### config.mk
export PLATFORM = sky130hd
export DESIGN_NAME = window_scan_ctrl
export DESIGN_NICKNAME = d
export VERILOG_FILES = /design/src/rtl/window_scan_ctrl.sv
export SDC_FILE = /design/constraint.sdc
export NUM_CORES = 1
export LEC_CHECK = 0
export ABC_AREA = 1
export ABC_CLOCK_PERIOD_IN_PS = 5260
export BUFFER_PORTS_ARGS = -buffer_cell sky130_fd_sc_hd__buf_4
export CAP_MARGIN = 20
export CORE_MARGIN = 4
export CORE_UTILIZATION = 45
export CTS_BUF_LIST = sky130_fd_sc_hd__clkbuf_2 sky130_fd_sc_hd__clkbuf_4 sky130_fd_sc_hd__clkbuf_8
export CTS_CLUSTER_DIAMETER = 80
export DETAILED_ROUTE_END_ITERATION = 7
export HOLD_SLACK_MARGIN = 0.03
export PLACE_DENSITY = 0.67
export SKIP_LAST_GASP = 1
export SYNTH_ARGS = -nofsm -noshare
export SYNTH_HDL_FRONTEND = slang
export SYNTH_SLANG_ARGS = --single-unit
### constraint.sdc
create_clock -name clk -period 5.26 [get_ports clk]
set_input_delay 0.789 -clock clk [delete_from_list [all_inputs] [get_ports clk]]
set_output_delay 0.789 -clock clk [all_outputs]
set_load 0.02 [all_outputs]
### src/rtl/window_scan_ctrl.sv
// window_scan_ctrl: walks a 3x3 window across an IMG_W x IMG_H image in raster
// order. Each row starts with a full 9-pixel load. Each step to the right
// shifts the window buffer and then loads only the new right-hand column.
// Every finished window is offered to the downstream stage with a
// valid/ready handshake.
module window_scan_ctrl #(
    parameter int IMG_W  = 640,
    parameter int IMG_H  = 480,
    parameter int ADDR_W = 19
) (
    input  logic              clk,
    input  logic              n_rst,
    input  logic              start,
    output logic              busy,
    output logic              frame_done,
    output logic [ADDR_W-1:0] rd_addr,
    output logic [3:0]        load_slot,
    output logic              start_read,
    input  logic              read_done,
    output logic              start_shift,
    output logic [1:0]        shift_direc,
    input  logic              shift_done,
    output logic              win_valid,
    input  logic              win_ready,
    output logic [15:0]       win_row,
    output logic [15:0]       win_col
);

    typedef enum logic [2:0] {IDLE, LOAD, SHIFT, FILL, PRESENT, DONE} state_t;

    // Address offsets of the second and third window rows. These are
    // constants, so no runtime multiplier is needed.
    localparam logic [ADDR_W-1:0] ROW1     = ADDR_W'(IMG_W);
    localparam logic [ADDR_W-1:0] ROW2     = ADDR_W'(2 * IMG_W);
    localparam logic [15:0]       COL_LAST = 16'(IMG_W - 3);
    localparam logic [15:0]       ROW_LAST = 16'(IMG_H - 3);

    state_t            state, state_nxt;
    logic              pend, pend_nxt;        // request issued, awaiting its done pulse
    logic [3:0]        idx, idx_nxt;          // position within the current read sequence
    logic [15:0]       row, row_nxt;
    logic [15:0]       col, col_nxt;
    logic [ADDR_W-1:0] row_base, row_base_nxt; // row * IMG_W, kept incrementally
    logic [ADDR_W-1:0] addr_nxt;
    logic [3:0]        slot_nxt;

    // Full load visits the bottom row first, then the middle row, then the top row.
    function automatic logic [3:0] load_order(input logic [3:0] i);
        case (i)
            4'd0:    return 4'd6;
            4'd1:    return 4'd7;
            4'd2:    return 4'd8;
            4'd3:    return 4'd3;
            4'd4:    return 4'd4;
            4'd5:    return 4'd5;
            4'd6:    return 4'd0;
            4'd7:    return 4'd1;
            default: return 4'd2;
        endcase
    endfunction

    // After a shift only the right-hand column (slots 8,5,2) needs new pixels.
    function automatic logic [3:0] fill_order(input logic [3:0] i);
        case (i)
            4'd0:    return 4'd8;
            4'd1:    return 4'd5;
            default: return 4'd2;
        endcase
    endfunction

    // Slot k maps to pixel (r + k/3, c + k%3).
    // base is r*IMG_W, so the pixel address is base + (k/3)*IMG_W + c + k%3.
    function automatic logic [ADDR_W-1:0] slot_addr(input logic [ADDR_W-1:0] base,
                                                    input logic [15:0]       c,
                                                    input logic [3:0]        k);
        logic [ADDR_W-1:0] roff;
        logic [ADDR_W-1:0] coff;
        case (k)
            4'd0, 4'd1, 4'd2: roff = '0;
            4'd3, 4'd4, 4'd5: roff = ROW1;
            default:          roff = ROW2;
        endcase
        case (k)
            4'd0, 4'd3, 4'd6: coff = '0;
            4'd1, 4'd4, 4'd7: coff = ADDR_W'(1);
            default:          coff = ADDR_W'(2);
        endcase
        return base + roff + ADDR_W'(c) + coff;
    endfunction

    assign shift_direc = 2'b01;
    assign win_row     = row;
    assign win_col     = col;

    // State and counter registers; reset discards any outstanding request.
    always_ff @(posedge clk) begin
        if (!n_rst) begin
            state     <= IDLE;
            pend      <= 1'b0;
            idx       <= '0;
            row       <= '0;
            col       <= '0;
            row_base  <= '0;
            rd_addr   <= '0;
            load_slot <= '0;
        end else begin
            state     <= state_nxt;
            pend      <= pend_nxt;
            idx       <= idx_nxt;
            row       <= row_nxt;
            col       <= col_nxt;
            row_base  <= row_base_nxt;
            rd_addr   <= addr_nxt;
            load_slot <= slot_nxt;
        end
    end

    // Next-state, next-address and request outputs.
    // Done pulses are only looked at while pend is set in the matching state.
    always_comb begin
        state_nxt    = state;
        pend_nxt     = pend;
        idx_nxt      = idx;
        row_nxt      = row;
        col_nxt      = col;
        row_base_nxt = row_base;
        addr_nxt     = rd_addr;
        slot_nxt     = load_slot;
        start_read   = 1'b0;
        start_shift  = 1'b0;
        win_valid    = 1'b0;
        busy         = 1'b1;
        frame_done   = 1'b0;
        case (state)
            IDLE: begin
                busy = 1'b0;
                if (start) begin
                    row_nxt      = '0;
                    col_nxt      = '0;
                    row_base_nxt = '0;
                    idx_nxt      = '0;
                    pend_nxt     = 1'b0;
                    addr_nxt     = slot_addr('0, 16'd0, 4'd6);
                    slot_nxt     = 4'd6;
                    state_nxt    = LOAD;
                end
            end
            LOAD: begin
                if (!pend) begin
                    start_read = 1'b1;
                    pend_nxt   = 1'b1;
                end else if (read_done) begin
                    pend_nxt = 1'b0;
                    if (idx == 4'd8) begin
                        idx_nxt   = '0;
                        state_nxt = PRESENT;
                    end else begin
                        idx_nxt  = idx + 4'd1;
                        slot_nxt = load_order(idx + 4'd1);
                        addr_nxt = slot_addr(row_base, col, load_order(idx + 4'd1));
                    end
                end
            end
            SHIFT: begin
                if (!pend) begin
                    start_shift = 1'b1;
                    pend_nxt    = 1'b1;
                end else if (shift_done) begin
                    pend_nxt  = 1'b0;
                    idx_nxt   = '0;
                    slot_nxt  = 4'd8;
                    addr_nxt  = slot_addr(row_base, col, 4'd8);
                    state_nxt = FILL;
                end
            end
            FILL: begin
                if (!pend) begin
                    start_read = 1'b1;
                    pend_nxt   = 1'b1;
                end else if (read_done) begin
                    pend_nxt = 1'b0;
                    if (idx == 4'd2) begin
                        idx_nxt   = '0;
                        state_nxt = PRESENT;
                    end else begin
                        idx_nxt  = idx + 4'd1;
                        slot_nxt = fill_order(idx + 4'd1);
                        addr_nxt = slot_addr(row_base, col, fill_order(idx + 4'd1));
                    end
                end
            end
            PRESENT: begin
                win_valid = 1'b1;
                if (win_ready) begin
                    pend_nxt = 1'b0;
                    if (col < COL_LAST) begin
                        col_nxt   = col + 16'd1;
                        state_nxt = SHIFT;
                    end else if (row < ROW_LAST) begin
                        row_nxt      = row + 16'd1;
                        col_nxt      = '0;
                        row_base_nxt = row_base + ROW1;
                        idx_nxt      = '0;
                        addr_nxt     = slot_addr(row_base + ROW1, 16'd0, 4'd6);
                        slot_nxt     = 4'd6;
                        state_nxt    = LOAD;
                    end else begin
                        state_nxt = DONE;
                    end
                end
            end
            DONE: begin
                busy       = 1'b0;
                frame_done = 1'b1;
                state_nxt  = IDLE;
            end
            default: begin
                busy      = 1'b0;
                state_nxt = IDLE;
            end
        endcase
    end

endmodule
# After elaboration in Yosys (flattened, before gate mapping)
# Memories as Yosys holds them, arrays and structs flattened.
# Cells that the tools add are included.
# word_totals
regBits	82
word_cells	208
output_inout_bits	62
mem_bits_ro	64
n_memories	2
in_bits	6
# op_classes
magnitude_cmp	2
eq_ne	37
add_sub_neg	15
reduce_logical	23
muxes	121
# memory_table
name	depth	word_bits	rd	rd_ports_with_merged_regs	write_ports	line_no	rtl
(no name shown)	8	4	1	0	0	49	case (i)
(no name shown)	8	4	1	0	0	49	
# op_table
operator	count
$mux 19	46
$add 19x19->19	8
$mux 4	31
$mux 16	7
$pmux 19 s5	1
$pmux 16 s2	2
$add 19x16->19	3
$pmux 11 s2	2
$pmux 4 s5	2
$pmux 19 s2	1
$mux 3	12
$add 16x1->16 const B	2
$eq 4x3->1 const B	8
$ne 2x2->1 const B	14
$reduce_or 3->1	8
$eq 4x2->1 const B	5
$add 19x10->19 const B	1
$lt 16x10->1 const B	1
$lt 16x9->1 const B	1
$pmux 3 s5	1
$reduce_and 13->1	1
$eq 4x1->1 const B	3
$logic_not 4->1	3
$mux 1	12
other kinds (20)	23

# Logic depth before layout (Yosys ltp)
# depth
ltp_word	21
depth_mapped	23
ltp_nobuf	23

# Worst setup path after synthesis
# Ideal clock, no wire load.
# synth_timing
path_kind	register to register
from	register idx[0]
to	register rd_addr[15]
arrival_time_ps	3195
required_time_ps	5143
path_buffers	0
path_slack_ps	1948
setup_time_ps	117
period_less_slack_ps	3312
path_stages_with_launch	20
path_cell_list	dfxtp_1 -> ha_1 -> xnor2_1 -> inv_1 -> nor2_1 -> nor2_1 -> o32ai_1 -> fa_1 -> ha_1 -> nand2_1 -> nor2_1 -> inv_1 -> o211ai_1 -> nand2_1 -> nand2_1 -> nand2_1 -> nand3_1 -> nand3_1 -> nor2_1 -> nor2_1
# synth_via
elab_chain_len	21
word_cells_on_any_way	76
cone_classes	7 x add/sub; 19 x eq/ne; 37 x mux; 12 x reduce/logical; 1 x memory
# synth_rtl
item	line_no	rtl
from (decl)	40	logic [3:0] idx, idx_nxt;
from (signal assigned)	109	idx <= idx_nxt;
$add 4x1->4	160, 188	
$mem_v2 8x4 (tied with other cells)	n/a	
$mux 4 or $pmux 4 s2 (tied branches)	49, 64	
$mux 4, on equally long branches	154, 182	
$mux 4, on equally long branches	152, 180	
$mux 4, on equally long branches	149, 177	
$mux 4	134	case (state)
$eq 4x3->1 (tied with other cells)	78, 83	
(+5 left out)	n/a	
$mux 19	134	
$add 19x19->19	88	return base + roff + ADDR_W'(c) + coff;
$add 19x16->19	88	
$add 19x19->19	88	
$mux 19, on equally long branches	154, 182	
$mux 19, on equally long branches	152, 180	
$mux 19, on equally long branches	149, 177	
$pmux 19 s5	134	
to (signal assigned)	113	rd_addr <= addr_nxt;
to (decl)	16	output logic [ADDR_W-1:0] rd_addr,
# Several ways; a longest one is shown, not always the timed one. The select of a mux whose other input is x is not followed.
# A chain may end at the register's enable or synchronous reset.

# Worst setup path after layout
# layout_timing
from	register idx[0]
to	register rd_addr[16]
# The elaborated chain is that of the path after synthesis.

==> metrics.csv <==
stage,metric,value,unit
run_status,status,"complete, no violations",
clock_tree,root_buffer,sky130_fd_sc_hd__clkbuf_8,
layout,area.growth.synth_to_final,11.8,%
floorplan,io_pins,68,
floorplan,die_width,126,um
min_path,hp-class,register to register,
layout,final.fill_count,1438,
timing,final_hold_viol_count,0,
place,place.detailed.hpwl,14.7,mm
clock_tree,cts_inserted_buffers,9,
floorplan,initial_utilization,0.457,
route,dr_total_vias,6639,
clock_tree,worstSkewPairLatency,0.39,ns
route,number_of_detailed_routing_iterations_run_before_antenna_repair,5,
yosys,yosys.cell_types.count,49,
clock_tree,cts_hold_repair.buffers,0,
yosys,synth_area,0.00632,mm2
yosys,ys_seq_area_frac,0.238,
route,detailedRoute.firstIterationViolations,652,
global_route,globalRoute.totalOverflow,0,
global_route,via_count_of_the_first_global_routing_pass,6132,
worst_setup_path,start_kind,register,
clock_tree,post-cts-setup-buffers,0,
route,vias_per_cell,5.46,
timing,finalMaxSlewViolations,0,
worst_setup_path,crit_path_end_kind,register,
clock_tree,clkSinkCount,75,
power_and_ir_drop,power_density,444,mW/mm2
yosys,syn_area_per_cell,6.42,um2
power_and_ir_drop,report.power.total,3.13,mW
global_route,grt_max_degree,46,
yosys,postSynthRegisterBits,75,
power_and_ir_drop,power_leakage,3.26,nW
yosys,synthTopCellsByArea,"sky130_fd_sc_hd__dfxtp_1 (24%), sky130_fd_sc_hd__nand2_1 (13%), sky130_fd_sc_hd__ha_1 (8.7%)",
global_route,grt_usage,0.241,
clock_tree,cts_resized,0,
route,post_drt_antenna_nets,0,
clock_tree,path_clk_slew,0.09,ns
worst_setup_path,crit_type,register to register,
layout,insertedDiodeCount,0,
yosys,post-synth-top-area-fraction,0.238,
floorplan,core_area,0.0138,mm2
layout,post_route_cells_drive_above_1_share,0.121,
yosys,synthDominantAreaCellType,sky130_fd_sc_hd__dfxtp_1,
timing,setup-tns-final,0,ns
layout,register_area,0.00150,mm2
route,routed_wirelength,19.3,mm
yosys,postSynthCellCount,984,
layout,layout.cells.most_common_list,"sky130_fd_sc_hd__nand2_1 (218), sky130_fd_sc_hd__inv_1 (127), sky130_fd_sc_hd__nor2_1 (92)",
global_route,first_pass_grt_wire_length,31.3,mm
clock_tree,clock_tree_from_tritoncts,yes,
worst_setup_path,worst_ep_arrival_time,4.21,ns
worst_setup_path,required,5.54,ns
timing,setup-violations-final,0,
timing,final_period_minus_worst_setup_slack,3.93,ns
global_route,antenna_violations_before_repair,0,
timing,finalClockSkew,0.0156,ns
timing,relSlewSlack,0.389,
power_and_ir_drop,vdd_ir_drop_max,0.282,mV
clock_tree,cts.htree.levels,3,
floorplan,die_area,0.0160,mm2
place,numPortBuffers,65,
timing,max_clock_freq,0.254,GHz
yosys,most_used_flip_flop_cell_after_synthesis,sky130_fd_sc_hd__dfxtp_1,
route,final_routed_wire_length_divided_by_cell_count,15.9,um
floorplan,die_height,126,um
flow_run,timing.max_cap.violations,0,
yosys,yosys_warnings,0,
place,place_congestion,0.954,
worst_setup_path,critPathMaxFanout,7,
timing,grt_setup_unrepaired,false,
yosys,postSynth.asyncResetShare,0,
timing,worst-slew-pin-transition,0.914,ns
clock_tree,cts_buffer_depth,2,
floorplan,floorplan.rows,43,
route,drc_errors,0,
yosys,synth-edff-count,0,
layout,multi_input_area,0.00413,mm2
layout,layout.nets,1093,
timing,layout_worst_path_cycle_share,0.747,
layout,final_common_cell,sky130_fd_sc_hd__nand2_1,
## flip-flops by register name, summed over array words and instances (netlist names)
signal     flops
idx            4
load_slot      4
pend           1
rd_addr       19
row_base      12
state          3
win_col       16
win_row       16
## Yosys cell counts, types with 2 or more instances
cell type,instances
sky130_fd_sc_hd__ha_1,44
sky130_fd_sc_hd__buf_4,5
sky130_fd_sc_hd__o2111ai_1,2
sky130_fd_sc_hd__o21ai_1,2
sky130_fd_sc_hd__dfxtp_1,75
sky130_fd_sc_hd__xor2_1,8
sky130_fd_sc_hd__nand3_1,79
sky130_fd_sc_hd__fa_1,11
sky130_fd_sc_hd__nand2_1,218
sky130_fd_sc_hd__a31oi_1,4
sky130_fd_sc_hd__inv_1,127
sky130_fd_sc_hd__o21bai_1,4
sky130_fd_sc_hd__o211ai_1,7
sky130_fd_sc_hd__a211oi_2,4
sky130_fd_sc_hd__nor2_2,5
sky130_fd_sc_hd__nor2_4,2
sky130_fd_sc_hd__nor2_1,92
sky130_fd_sc_hd__nand3_2,5
sky130_fd_sc_hd__nand2_4,2
sky130_fd_sc_hd__nor3_1,23
sky130_fd_sc_hd__a21oi_1,89
sky130_fd_sc_hd__buf_6,4
sky130_fd_sc_hd__nand4_1,22
sky130_fd_sc_hd__o211a_1,2
sky130_fd_sc_hd__o221ai_1,2
sky130_fd_sc_hd__nor3_2,2
sky130_fd_sc_hd__conb_1,2
sky130_fd_sc_hd__clkbuf_1,11
sky130_fd_sc_hd__buf_2,12
sky130_fd_sc_hd__o22ai_1,2
sky130_fd_sc_hd__o32ai_1,2
sky130_fd_sc_hd__o21ai_0,79
sky130_fd_sc_hd__or2_2,2
sky130_fd_sc_hd__xnor2_1,2
sky130_fd_sc_hd__inv_2,7
sky130_fd_sc_hd__a211oi_1,5
sky130_fd_sc_hd__a21oi_2,3
sky130_fd_sc_hd__nand2_2,6
## layer usage
metal / wire length (um) / GRT usage / share of wire / vias up
met5: 0 / 0 / 0 / -
met4: 612 / 0.0934 / 0.032 / 0
met3: 1520 / 0.0484 / 0.079 / 42
met2: 8650 / 0.381 / 0.45 / 260
met1: 8530 / 0.326 / 0.44 / 2979
li1: - / - / - / 3358
## path summary, 6_finish.rpt
path          startpoint  depth (start not counted)     endpoint  slack [ns]
max               idx[0]                         19  rd_addr[16]        1.33
min          win_row[10]                          2  win_row[10]        0.47
max reg2reg       idx[0]                         19  rd_addr[16]        1.33
min reg2reg  win_row[10]                          2  win_row[10]        0.47
## power breakdown
group	leakage [nW]	internal, mW	switching [mW]
Clock	0.0918	0.193	0.263
Combinational	2.56	0.591	1.26
Sequential	0.610	0.679	0.149
## cell type report
class                           instances  share of cell area
Sequential cell                        75               0.213
Clock inverter                          6             0.00744
Timing Repair Buffer                   68              0.0723
Clock buffer                           10              0.0195
Multi-Input combinational cell        743               0.584
Inverter                              135              0.0721
Tap cell                              180              0.0319
## stage by stage
stage	setup WS, ns	instance area (um2)	hold WS (ns)	util	std cells
2_1_floorplan	1.95	6330	0.472	-	986
3_3_place_gp	1.48	6870	0.457	0.497	1201
3_5_place_dp	1.41	6870	0.455	0.497	1201
4_1_cts	1.37	7060	0.469	0.511	1217
5_1_grt	0.936	7060	0.498	0.511	1217
6_report	1.33	7060	0.469	0.511	1217
## kinds of logic after synthesis
kind of cell | Yosys count | synth area share
AOI/OAI and AO/OA | 213 | 0.191
xor gates and xnor gates | 10 | 0.0139
adders and majority gates | 55 | 0.122
buffers and inverters | 168 | 0.110
DFF | 75 | 0.238
other | 2 | 0.00119
and+or+nand+nor | 461 | 0.323
## critical path, stage by stage, from the launching register on
cell	delay (ns)
sky130_fd_sc_hd__dfxtp_1	0.38
sky130_fd_sc_hd__ha_1	0.23
sky130_fd_sc_hd__xnor2_1	0.23
sky130_fd_sc_hd__inv_1	0.11
sky130_fd_sc_hd__nor2_1	0.20
sky130_fd_sc_hd__nor2_1	0.11
sky130_fd_sc_hd__o32ai_1	0.55
sky130_fd_sc_hd__fa_1	0.52
sky130_fd_sc_hd__ha_1	0.37
sky130_fd_sc_hd__a21oi_1	0.12
sky130_fd_sc_hd__o21ai_0	0.28
sky130_fd_sc_hd__nand2_1	0.15
sky130_fd_sc_hd__nand3_1	0.11
sky130_fd_sc_hd__nand2_1	0.05
sky130_fd_sc_hd__nand3_1	0.07
sky130_fd_sc_hd__nand2_1	0.06
sky130_fd_sc_hd__inv_1	0.08
sky130_fd_sc_hd__nand4_1	0.08
sky130_fd_sc_hd__nand2_1	0.07
sky130_fd_sc_hd__inv_1	0.03
No activity file was read; power rests on OpenSTA's default activity.
